[src/rtl/prescale_gen.sv]
// prescale_gen -- programmable clock-enable generator for the MAC clock domain.
//
// Emits a one-clock `prescaler` strobe every div+1 clocks while enabled. The
// divider can be reloaded at run time; in RUN a new value is held in a shadow
// register and committed only at a period boundary, so the running period is
// never shortened or stretched.
//
// Optional feature macro: PRESCALE_RESYNC_EN
//   When defined, the `resync` input exists and restarts the current period.
//   When undefined, the port is absent and behaviour equals resync tied low.
//
// Parameters:
//   WIDTH      width of divider value and counter
//   RESET_DIV  divider value loaded by reset
//
// Ports:
//   clock        single clock, rising edge
//   reset        synchronous, active-high reset
//   enable       high = run the divider, low = idle
//   brp          new divider value, sampled when brp_load is high
//   brp_load     one-cycle load strobe for brp
//   resync       hard period restart (PRESCALE_RESYNC_EN only)
//   prescaler    registered enable strobe, one clock wide per period
//   busy         high while in RUN
//   brp_pending  high while a loaded value waits for the next period boundary

module prescale_gen #(
    parameter int unsigned WIDTH     = 6,
    parameter int unsigned RESET_DIV = 0
) (
    input  logic             clock,
    input  logic             reset,
    input  logic             enable,
    input  logic [WIDTH-1:0] brp,
    input  logic             brp_load,
`ifdef PRESCALE_RESYNC_EN
    input  logic             resync,
`endif
    output logic             prescaler,
    output logic             busy,
    output logic             brp_pending
);

    typedef enum logic {
        IDLE = 1'b0,
        RUN  = 1'b1
    } state_t;

    localparam logic [WIDTH-1:0] RESET_VAL = WIDTH'(RESET_DIV);

    state_t           state;
    state_t           next_state;
    logic [WIDTH-1:0] count;
    logic [WIDTH-1:0] div_active;
    logic [WIDTH-1:0] div_shadow;
    logic             pending;
    logic             resync_i;
    logic             wrap;

`ifdef PRESCALE_RESYNC_EN
    always_comb resync_i = resync;
`else
    always_comb resync_i = 1'b0;
`endif

    always_comb wrap = (count == div_active);

    // State register
    always_ff @(posedge clock) begin
        if (reset) begin
            state <= IDLE;
        end else begin
            state <= next_state;
        end
    end

    // Next-state logic
    always_comb begin
        next_state = state;
        case (state)
            IDLE: if (enable)  next_state = RUN;
            RUN:  if (!enable) next_state = IDLE;
            default: next_state = IDLE;
        endcase
    end

    // Outputs decoded from state and the pending flag
    always_comb begin
        busy        = (state == RUN);
        brp_pending = pending;
    end

    // Counter, strobe and divider registers
    always_ff @(posedge clock) begin
        if (reset) begin
            count      <= '0;
            prescaler  <= 1'b0;
            div_active <= RESET_VAL;
            div_shadow <= RESET_VAL;
            pending    <= 1'b0;
        end else begin
            case (state)
                IDLE: begin
                    count     <= '0;
                    prescaler <= 1'b0;
                    // No period is running, so a load goes straight to use.
                    if (brp_load) begin
                        div_active <= brp;
                    end
                end
                RUN: begin
                    if (!enable) begin
                        // Abort the partial period; a fresh load at this
                        // edge supersedes any value still in the shadow.
                        count     <= '0;
                        prescaler <= 1'b0;
                        pending   <= 1'b0;
                        if (brp_load) begin
                            div_active <= brp;
                        end else if (pending) begin
                            div_active <= div_shadow;
                        end
                    end else if (resync_i) begin
                        // Restart without a pulse; shadow stays pending.
                        count     <= '0;
                        prescaler <= 1'b0;
                        if (brp_load) begin
                            div_shadow <= brp;
                            pending    <= 1'b1;
                        end
                    end else if (wrap) begin
                        count     <= '0;
                        prescaler <= 1'b1;
                        pending   <= 1'b0;
                        if (brp_load) begin
                            div_active <= brp;
                        end else if (pending) begin
                            div_active <= div_shadow;
                        end
                    end else begin
                        count     <= count + 1'b1;
                        prescaler <= 1'b0;
                        if (brp_load) begin
                            div_shadow <= brp;
                            pending    <= 1'b1;
                        end
                    end
                end
                default: begin
                    count     <= '0;
                    prescaler <= 1'b0;
                end
            endcase
        end
    end

endmodule

[config.mk]
export PLATFORM = sky130hd
export DESIGN_NAME = prescale_gen
export DESIGN_NICKNAME = d
export VERILOG_FILES = /design/src/rtl/prescale_gen.sv
export SDC_FILE = /design/constraint.sdc
export NUM_CORES = 1
export LEC_CHECK = 0
export CORE_MARGIN = 2
export CORE_UTILIZATION = 55
export CTS_CLUSTER_SIZE = 10
export DETAILED_ROUTE_END_ITERATION = 8
export MAX_ROUTING_LAYER = met4
export PLACE_DENSITY = 0.91
export SETUP_SLACK_MARGIN = 0.3
export SKIP_CTS_REPAIR_TIMING = 1
export SYNTH_ARGS = -nofsm -noshare
export SYNTH_HDL_FRONTEND = slang
export SYNTH_SLANG_ARGS = --single-unit
[constraint.sdc]
create_clock -name clock -period 3.8 [get_ports clock]
set_clock_uncertainty 0.2 [all_clocks]
set_input_delay 0.57 -clock clock [delete_from_list [all_inputs] [get_ports clock]]
set_output_delay 0.57 -clock clock [all_outputs]
set_load 0.02 [all_outputs]
==> impl_metrics.toml, run 1 <==
[run_status]
status = "finished clean"

[critical_path]
worst-endpoint-arrival_ns = 1.52
critPathKind = "flip-flop to output port"
cp_data_required_time_ns = 3.03
path_max_fanout = 12
crit_path_end_kind = "output port"
path_cells = "clkdlybuf4s50_1"
critical_path.startpoint_type = "flip-flop"
slowest_stage = "clkdlybuf4s50_1"
critPathBufInv = 1
critPathMaxStageDelay_ns = 0.68
cp_top_family = "buffers and inverters"

[clock_network]
cts_buffer_depth = 2
cts_tree = "built"
clock-root-buffer = "clkbuf_4"
cts_sinks = 21
htree_levels = 1
clk_pin_slew_ns = 0.12
numCtsBuffers = 3
clk-insertion-delay-late_ns = 0.31

[sta]
hold_viol_final = 0
setup_violations = 0
post-route-period-util_pct = 60.2
fin_crit_ns = 2.29
max_slew_margin_pct = 68.6
tightest_slew_ns = 0.469
whs_ns = 0.271
rsz0062_at_grt = "no"
maxSlewViolCount = 0
fin_tns_setup_ns = 0
max_freq_mhz = 437

[floorplan]
core_area_um2 = 1940
io_pins = 13
dieArea_um2 = 2420
num_rows = 16
fp.dieH_um = 49.2
start_util_pct = 57.9
die_width_um = 49.2

[synth]
yosys.area.top_type_share_pct = 37.4
ys_seq_area_share_pct = 37.4
syn_nets = 141
synth_seq_cells = 21
avgSynthCellArea_um2 = 8.65
synth_area_leader_cell = "dfxtp_1"
syn-instance-count = 130
yosys_warnings = 0
syn-cell-area_um2 = 1120
synthTopCellsByArea = "dfxtp_1 (37%), xnor2_1 (6.2%), mux2i_1 (5.3%)"
synth.distinct_cells = 27

[pwr]
sw_frac_of_total_pct = 29.4
power_frac_comb_pct = 19.1
p_leak_nw = 0.399
power.density_nw_per_um2 = 338
seqPwrFrac_pct = 55.7
p_sw_mw = 0.126
ir_drop_mv = 0.225
p_int_mw = 0.303
p_clk_share_pct = 25.2

[global_route]
grt_max_degree = 19
antenna_found_initial = 0
grt-ovfl-total = 0
grt_pass1_vias = 936
grt_pass1_wl_um = 3950
grt_usage_pct = 21.0

[finish]
utilization_pct = 65.3
seq_area_um2 = 420
final_common_cell = "dfxtp_1"
layout-area-overhead-vs-synth_pct = 12.8
antenna_cells = 0
fillers = 154
fin_area_um2 = 1270
drive_above_1_share_pct = 5.04
multiInputGateArea_um2 = 663
stdcell_count = 166
mostFrequentLayoutCells = "dfxtp_1 (21), nand2_1 (15), nor2_1 (13)"
num-nets-final = 151

[placed_design]
hpwlAfterDp_um = 1660
port_buffers = 12
place_area_um2 = 1240
dp_cells = 162
gp_congestion = 0.805

[worst_hold_path]
min_path_type = "flip-flop to flip-flop"

[run]
cap_violations = 0

[routing]
antenna_left = 0
viasPerCell = 5.94
vias = 986
drt_pass1_iterations = 4
drc_errors = 0
first_iter_violations = 26
wirelength_um = 2280
wl_per_cell_um = 13.7
-- cell families (layout without fill, tap and decap cells) --
logic type | after synthesis | in the layout | share of synthesized area [%]
simple gates | 60 | 60 | 28.4
buf+inv | 8 | 17 | 3.67
xor+xnor | 10 | 10 | 7.79
fa+ha+maj | 1 | 1 | 1.11
compound gates | 24 | 24 | 16.4
flops | 21 | 21 | 37.4
mux | 6 | 6 | 5.34
-- metrics by stage --
| stage | worst slack (ns) | total power, mW |
|---|---|---|
| after CTS | 1.52 | 0.430 |
| after global routing | 1.40 | 0.450 |
| after global placement | 1.37 | 0.320 |
| final | 1.51 | 0.429 |
| after detailed placement | 1.26 | 0.324 |
| after floorplan | 2.06 | 0.304 |
-- final cells by class --
type / instances / share of cell area [%]
multi-input combinational: 101 / 52.3
sequential: 21 / 33.1
timing repair buffer: 12 / 9.47
tap: 27 / 2.66
clock buffer: 3 / 1.78
clock inverter: 1 / 0.394
inverter: 1 / 0.296
-- worst reg2reg max path: stages (launching register included) --
cell	delay [ns]
dfxtp_1	0.54
nor4bb_1	0.47
nor2_1	0.08
o311ai_0	0.35
nor3_1	0.11
-- registers in the layout, summed over array words and instances, names as in the netlist --
| signal | cells |
|---|---|
| div_shadow | 6 |
| brp_pending | 1 |
| count | 6 |
| busy | 1 |
| prescaler | 1 |
| div_active | 6 |
-- final timing paths --
check	from	end	slack, ns	cells after the start
min	div_shadow[3]	div_shadow[3]	0.27	2
max reg2reg	busy	div_active[0]	1.93	4
max	busy	busy	1.51	1
min reg2reg	div_shadow[3]	div_shadow[3]	0.27	2
-- power groups by stage --
stage / logic, mW / clock network [mW] / registers, mW
global placement: 0.0770 / 0 / 0.243
floorplan: 0.0616 / 0 / 0.242
CTS: 0.0809 / 0.110 / 0.238
global route: 0.0898 / 0.120 / 0.240
detailed placement: 0.0804 / 0 / 0.244
finish: 0.0818 / 0.108 / 0.239
-- cells in the mapped netlist --
cell	count
ha_1	1
nor4_1	1
xor2_1	2
nand3_1	3
o311ai_0	6
buf_2	3
a21o_1	1
nor4bb_1	6
dfxtp_1	21
mux2i_1	6
nand4_1	1
and4_1	1
nor3b_2	1
nor3_1	11
xnor2_1	8
a21oi_1	1
inv_1	1
o21ai_0	7
and2_1	1
a21o_4	1
nor2_1	13
nand2_1	15
buf_6	1
clkbuf_1	3
a21oi_4	1
a211oi_1	7
nor2b_1	7
-- layer usage --
metal	vias up	routed length [um]	global-route usage [%]
li1	489	-	-
met1	465	1040	26.2
met2	27	1120	34.5
met3	5	80	2.76
met4	0	35	8.10
met5	-	0	-
(Power assumes the default switching activity.)
==> inputs of run 2 (changes only) <==
--- a/config.mk
+++ b/config.mk
@@ -6,11 +6,11 @@
 export NUM_CORES = 1
 export LEC_CHECK = 0
 export CORE_MARGIN = 2
-export CORE_UTILIZATION = 55
+export CORE_UTILIZATION = 49
 export CTS_CLUSTER_SIZE = 10
 export DETAILED_ROUTE_END_ITERATION = 8
 export MAX_ROUTING_LAYER = met4
-export PLACE_DENSITY = 0.91
+export PLACE_DENSITY = 0.86
 export SETUP_SLACK_MARGIN = 0.3
 export SKIP_CTS_REPAIR_TIMING = 1
 export SYNTH_ARGS = -nofsm -noshare
==> constraint.sdc (replaced) <==
create_clock -name clock -period 1.95 [get_ports clock]
set_clock_uncertainty 0.2 [all_clocks]
set_input_delay 0.2925 -clock clock [delete_from_list [all_inputs] [get_ports clock]]
set_output_delay 0.2925 -clock clock [all_outputs]
set_load 0.02 [all_outputs]
==> impl_metrics.toml, run 2 (synthesis results as in run 1) <==
[run_status]
status = "finished clean"

[finish]
reg_top3 = "count (6), div_active (6), div_shadow (6)"
utilization_pct = 65.5
layout-area-overhead-vs-synth_pct = 27.6
drive_above_1_share_pct = 24.1
stdcell_count = 173
antenna_cells = 0
fin_area_um2 = 1440
mostFrequentLayoutCells = "dfxtp_1 (14), nand2_1 (13), nor2_1 (13)"
final_common_cell = "dfxtp_1"
num-nets-final = 157
fillers = 159

[placed_design]
port_buffers = 12
preCtsSetupSlack_ns = -0.129
place_area_um2 = 1310
gp_congestion = 0.824
hpwlAfterDp_um = 1740
dp_cells = 168

[global_route]
grt_max_degree = 15
antenna_found_initial = 0
grt_pass1_wl_um = 4310
grt_pass1_vias = 1007
grt-ovfl-total = 0
grt_usage_pct = 21.9

[pwr]
ir_drop_mv = 0.443
p_total_mw = 0.894
p_leak_nw = 0.512
power.density_nw_per_um2 = 623

[sta]
rsz0062_at_grt = "yes"
tightest_slew_ns = 0.430
max_freq_mhz = 597
hold_viol_final = 0
post-route-period-util_pct = 85.9
setup_violations = 0
whs_ns = 0.279
setup_ws_ns = 0.276
max_slew_margin_pct = 71.3
fin_crit_ns = 1.67
maxSlewViolCount = 0
fin_tns_setup_ns = 0

[clock_network]
numCtsBuffers = 3
cts_sinks = 21
cts_tree = "built"
clk-insertion-delay-late_ns = 0.31
clk_pin_slew_ns = 0.12
clock-root-buffer = "clkbuf_4"
htree_levels = 1
cts_buffer_depth = 2

[critical_path]
path_max_fanout = 7
critical_path.startpoint_type = "flip-flop"
crit_path_end_kind = "flip-flop"
worst-endpoint-arrival_ns = 1.67
cp-endpoint = "div_active[0]"
ff2ff_setup_slack_ns = 0.28
cp_data_required_time_ns = 1.95
r2r-start = "div_active[1]"
rr_endpoint = "div_active[0]"
r2r_cells = 5
cp-startpoint = "div_active[1]"
critPathKind = "flip-flop to flip-flop"

[floorplan]
fp.dieH_um = 51.9
die_width_um = 51.9
start_util_pct = 51.3
num_rows = 17
io_pins = 13
dieArea_um2 = 2690
core_area_um2 = 2190

[worst_hold_path]
min_path_type = "flip-flop to flip-flop"

[routing]
first_iter_violations = 16
wirelength_um = 2640
drt_pass1_iterations = 4
vias = 1066
antenna_left = 0
viasPerCell = 6.16
drc_errors = 0
wl_per_cell_um = 15.3

[run]
cap_violations = 0
==> run 2: cell types whose count changed in the layout (fill, tap and decap cells not counted), moves of 5 or more <==
| cell | before | now |
|---|---|---|
| nor4bb_1 | 6 | 1 |
| buf_4 | 0 | 5 |
| o311ai_0 | 6 | 0 |
| dfxtp_2 | 0 | 6 |
| dfxtp_1 | 21 | 14 |
==> run 2: layer usage <==
layer / track usage, % / part of all wire [%] / vias up
met4: 11.4 / 2.9 / 0
met1: 28.0 / 43 / 515
met3: 2.59 / 4.5 / 9
met5: - / 0 / -
met2: 34.0 / 49 / 43
li1: - / - / 499
==> run 2: area by class of cell <==
type                       instances  area, um2  share of cell area (%)
multi-input combinational        101        758                    52.8
inverter                           1       3.75                   0.262
tap                               28       35.0                    2.44
timing repair buffer              18        179                    12.5
sequential                        21        432                    30.1
clock buffer                       3       22.5                    1.57
clock inverter                     1       5.00                   0.349
==> run 2: critical path, cell delays in order, from the launching register on <==
cell and delay [ns]:
dfxtp_1 0.46, xnor2_2 0.16, nand4_1 0.13, buf_4 0.20, o311ai_1 0.32, nor3_1 0.10
==> run 2: worst min-delay path by stage <==
stage,startpoint,end,slack [ns],cells past startpoint
after global routing,count[0],count[0],0.31,1
after CTS,div_shadow[0],div_shadow[0],0.28,2
after global placement,div_shadow[0],div_shadow[0],0.25,2
final,div_shadow[0],div_shadow[0],0.28,2
after detailed placement,div_shadow[0],div_shadow[0],0.26,2
after floorplan,enable,busy,0.22,1
==> run 2: power by group <==
part	leakage, nW	switching, mW	internal (mW)	total, mW
clock	0.0177	0.140	0.0767	0.216
sequential	0.175	0.0235	0.447	0.470
combinational	0.320	0.111	0.0962	0.207
total	0.512	0.274	0.620	0.894
==> inputs of run 3 (changes only) <==
--- a/config.mk
+++ b/config.mk
@@ -6,11 +6,12 @@
 export NUM_CORES = 1
 export LEC_CHECK = 0
 export CORE_MARGIN = 2
-export CORE_UTILIZATION = 49
+export CORE_UTILIZATION = 54
 export CTS_CLUSTER_SIZE = 10
 export DETAILED_ROUTE_END_ITERATION = 8
+export HOLD_SLACK_MARGIN = 0.15
 export MAX_ROUTING_LAYER = met4
-export PLACE_DENSITY = 0.86
+export PLACE_DENSITY = 0.89
 export SETUP_SLACK_MARGIN = 0.3
 export SKIP_CTS_REPAIR_TIMING = 1
 export SYNTH_ARGS = -nofsm -noshare
==> constraint.sdc (replaced) <==
create_clock -name clock -period 1.8 [get_ports clock]
set_clock_uncertainty 0.2 [all_clocks]
set_input_delay 0.27 -clock clock [delete_from_list [all_inputs] [get_ports clock]]
set_output_delay 0.27 -clock clock [all_outputs]
set_load 0.02 [all_outputs]
==> impl_metrics.toml, run 3 (synthesis results as in run 1) <==
[routing]
first_iter_violations = 92
antenna_left = 0
viasPerCell = 6.73
wl_per_cell_um = 21.7
drt_pass1_iterations = 4
wirelength_um = 3910
drc_errors = 0
vias = 1211

[finish]
fin_area_um2 = 1680
num-nets-final = 165
stdcell_count = 180
mostFrequentLayoutCells = "nand2_1 (14), nor2_1 (12), dfxtp_1 (10), buf_4 (10), clkdlybuf4s50_1 (8)"
antenna_cells = 0
drive_above_1_share_pct = 41.8
final_common_cell = "nand2_1"
layout-area-overhead-vs-synth_pct = 49.2
fillers = 108
reg_top3 = "count (6), div_active (6), div_shadow (6)"

[worst_hold_path]
min_path_cells = 1
min-delay-start = "count[0]"
hold_end = "count[0]"
min_path_type = "flip-flop to flip-flop"

[critical_path]
cp_top_family = "flip-flops"
cp_data_required_time_ns = 1.86
r2r-start = "div_active[5]"
critical_path.startpoint_type = "flip-flop"
path_cells = "xnor2_2 > and2_4 > a21oi_4 > mux2i_1"
slowest_stage = "dfxtp_1"
critPathMaxStageDelay_ns = 0.47
worst-endpoint-arrival_ns = 1.77
critPathKind = "flip-flop to flip-flop"
rr_endpoint = "div_shadow[1]"
r2r_cells = 4
path_max_fanout = 8
ff2ff_setup_slack_ns = 0.08
crit_path_end_kind = "flip-flop"
critPathBufInv = 0

[global_route]
grt_pass1_vias = 988
grt_usage_pct = 23.2
grt-ovfl-total = 0
grt_pass1_wl_um = 4220
grt_max_degree = 15
antenna_found_initial = 0

[sta]
max_slew_margin_pct = 64.3
tightest_slew_ns = 0.536
fin_tns_setup_ns = 0
max_freq_mhz = 582
setup_violations = 0
fin_crit_ns = 1.72
maxSlewViolCount = 0
rsz0062_at_grt = "yes"
post-route-period-util_pct = 95.4
hold_viol_final = 0

[placed_design]
dp_cells = 169
hpwlAfterDp_um = 1870
gp_congestion = 0.775
port_buffers = 12
place_area_um2 = 1340

[clock_network]
cts_buffer_depth = 2
clock-root-buffer = "clkbuf_4"
cts_sinks = 21
htree_levels = 1
clk_pin_slew_ns = 0.13
cts_tree = "built"
numCtsBuffers = 3
clk-insertion-delay-late_ns = 0.33

[pwr]
ir_drop_mv = 0.609
power.density_nw_per_um2 = 648
p_leak_nw = 0.592
p_total_mw = 1.09

[run]
cap_violations = 0

[floorplan]
num_rows = 16
io_pins = 13
core_area_um2 = 1960
dieArea_um2 = 2460
fp.dieH_um = 49.6
die_width_um = 49.6
start_util_pct = 57.3

[run_status]
status = "finished clean"
==> run 3: how the worst max path moves through the flow <==
stage | from | end | slack [ns] | depth (start not counted)
6_report | div_active[5] | div_shadow[1] | 0.08 | 4
5_1_grt | div_active[5] | div_shadow[1] | 0.03 | 4
3_3_place_gp | brp_load | div_active[3] | -0.27 | 6
4_1_cts | busy | busy | -0.09 | 1
2_1_floorplan | busy | div_active[1] | 0.25 | 5
3_5_place_dp | brp_load | div_active[3] | -0.30 | 6
==> run 3: area by class of cell <==
class / count / area [um2] / share of cell area (%)
repair buffers: 26 / 246 / 14.7
well taps: 27 / 33.8 / 2.01
clock buffers: 3 / 22.5 / 1.34
multi-input cells: 101 / 922 / 55.0
clock inverters: 1 / 5.00 / 0.298
flip-flops and latches: 21 / 444 / 26.5
inverters: 1 / 3.75 / 0.224
==> run 3: worst register-to-register path, stage by stage, from the launching register on <==
cell	delay [ns]
dfxtp_1	0.47
xnor2_2	0.17
and2_4	0.22
a21oi_4	0.33
mux2i_1	0.26
==> run 3: per-stage QoR <==
step,setup slack [ns],hold WS [ns],util [%]
floorplan,0.251,0.198,-
global placement,-0.267,0.249,68.3
detailed placement,-0.300,0.254,68.3
CTS,-0.0864,0.275,69.7
global route,0.0303,0.302,85.5
finish,0.0832,0.274,85.5
==> run 3: metal layers <==
layer	wire length (um)	vias up	GRT usage [%]
li1	-	516	-
met1	1560	576	26.6
met2	1800	86	38.7
met3	328	33	3.64
met4	223	0	12.5
met5	0	-	-
==> run 3: report_power, final <==
part           internal, mW  switching, mW
logic                 0.147          0.182
registers             0.482         0.0264
clock network        0.0836          0.167
total                 0.713          0.375
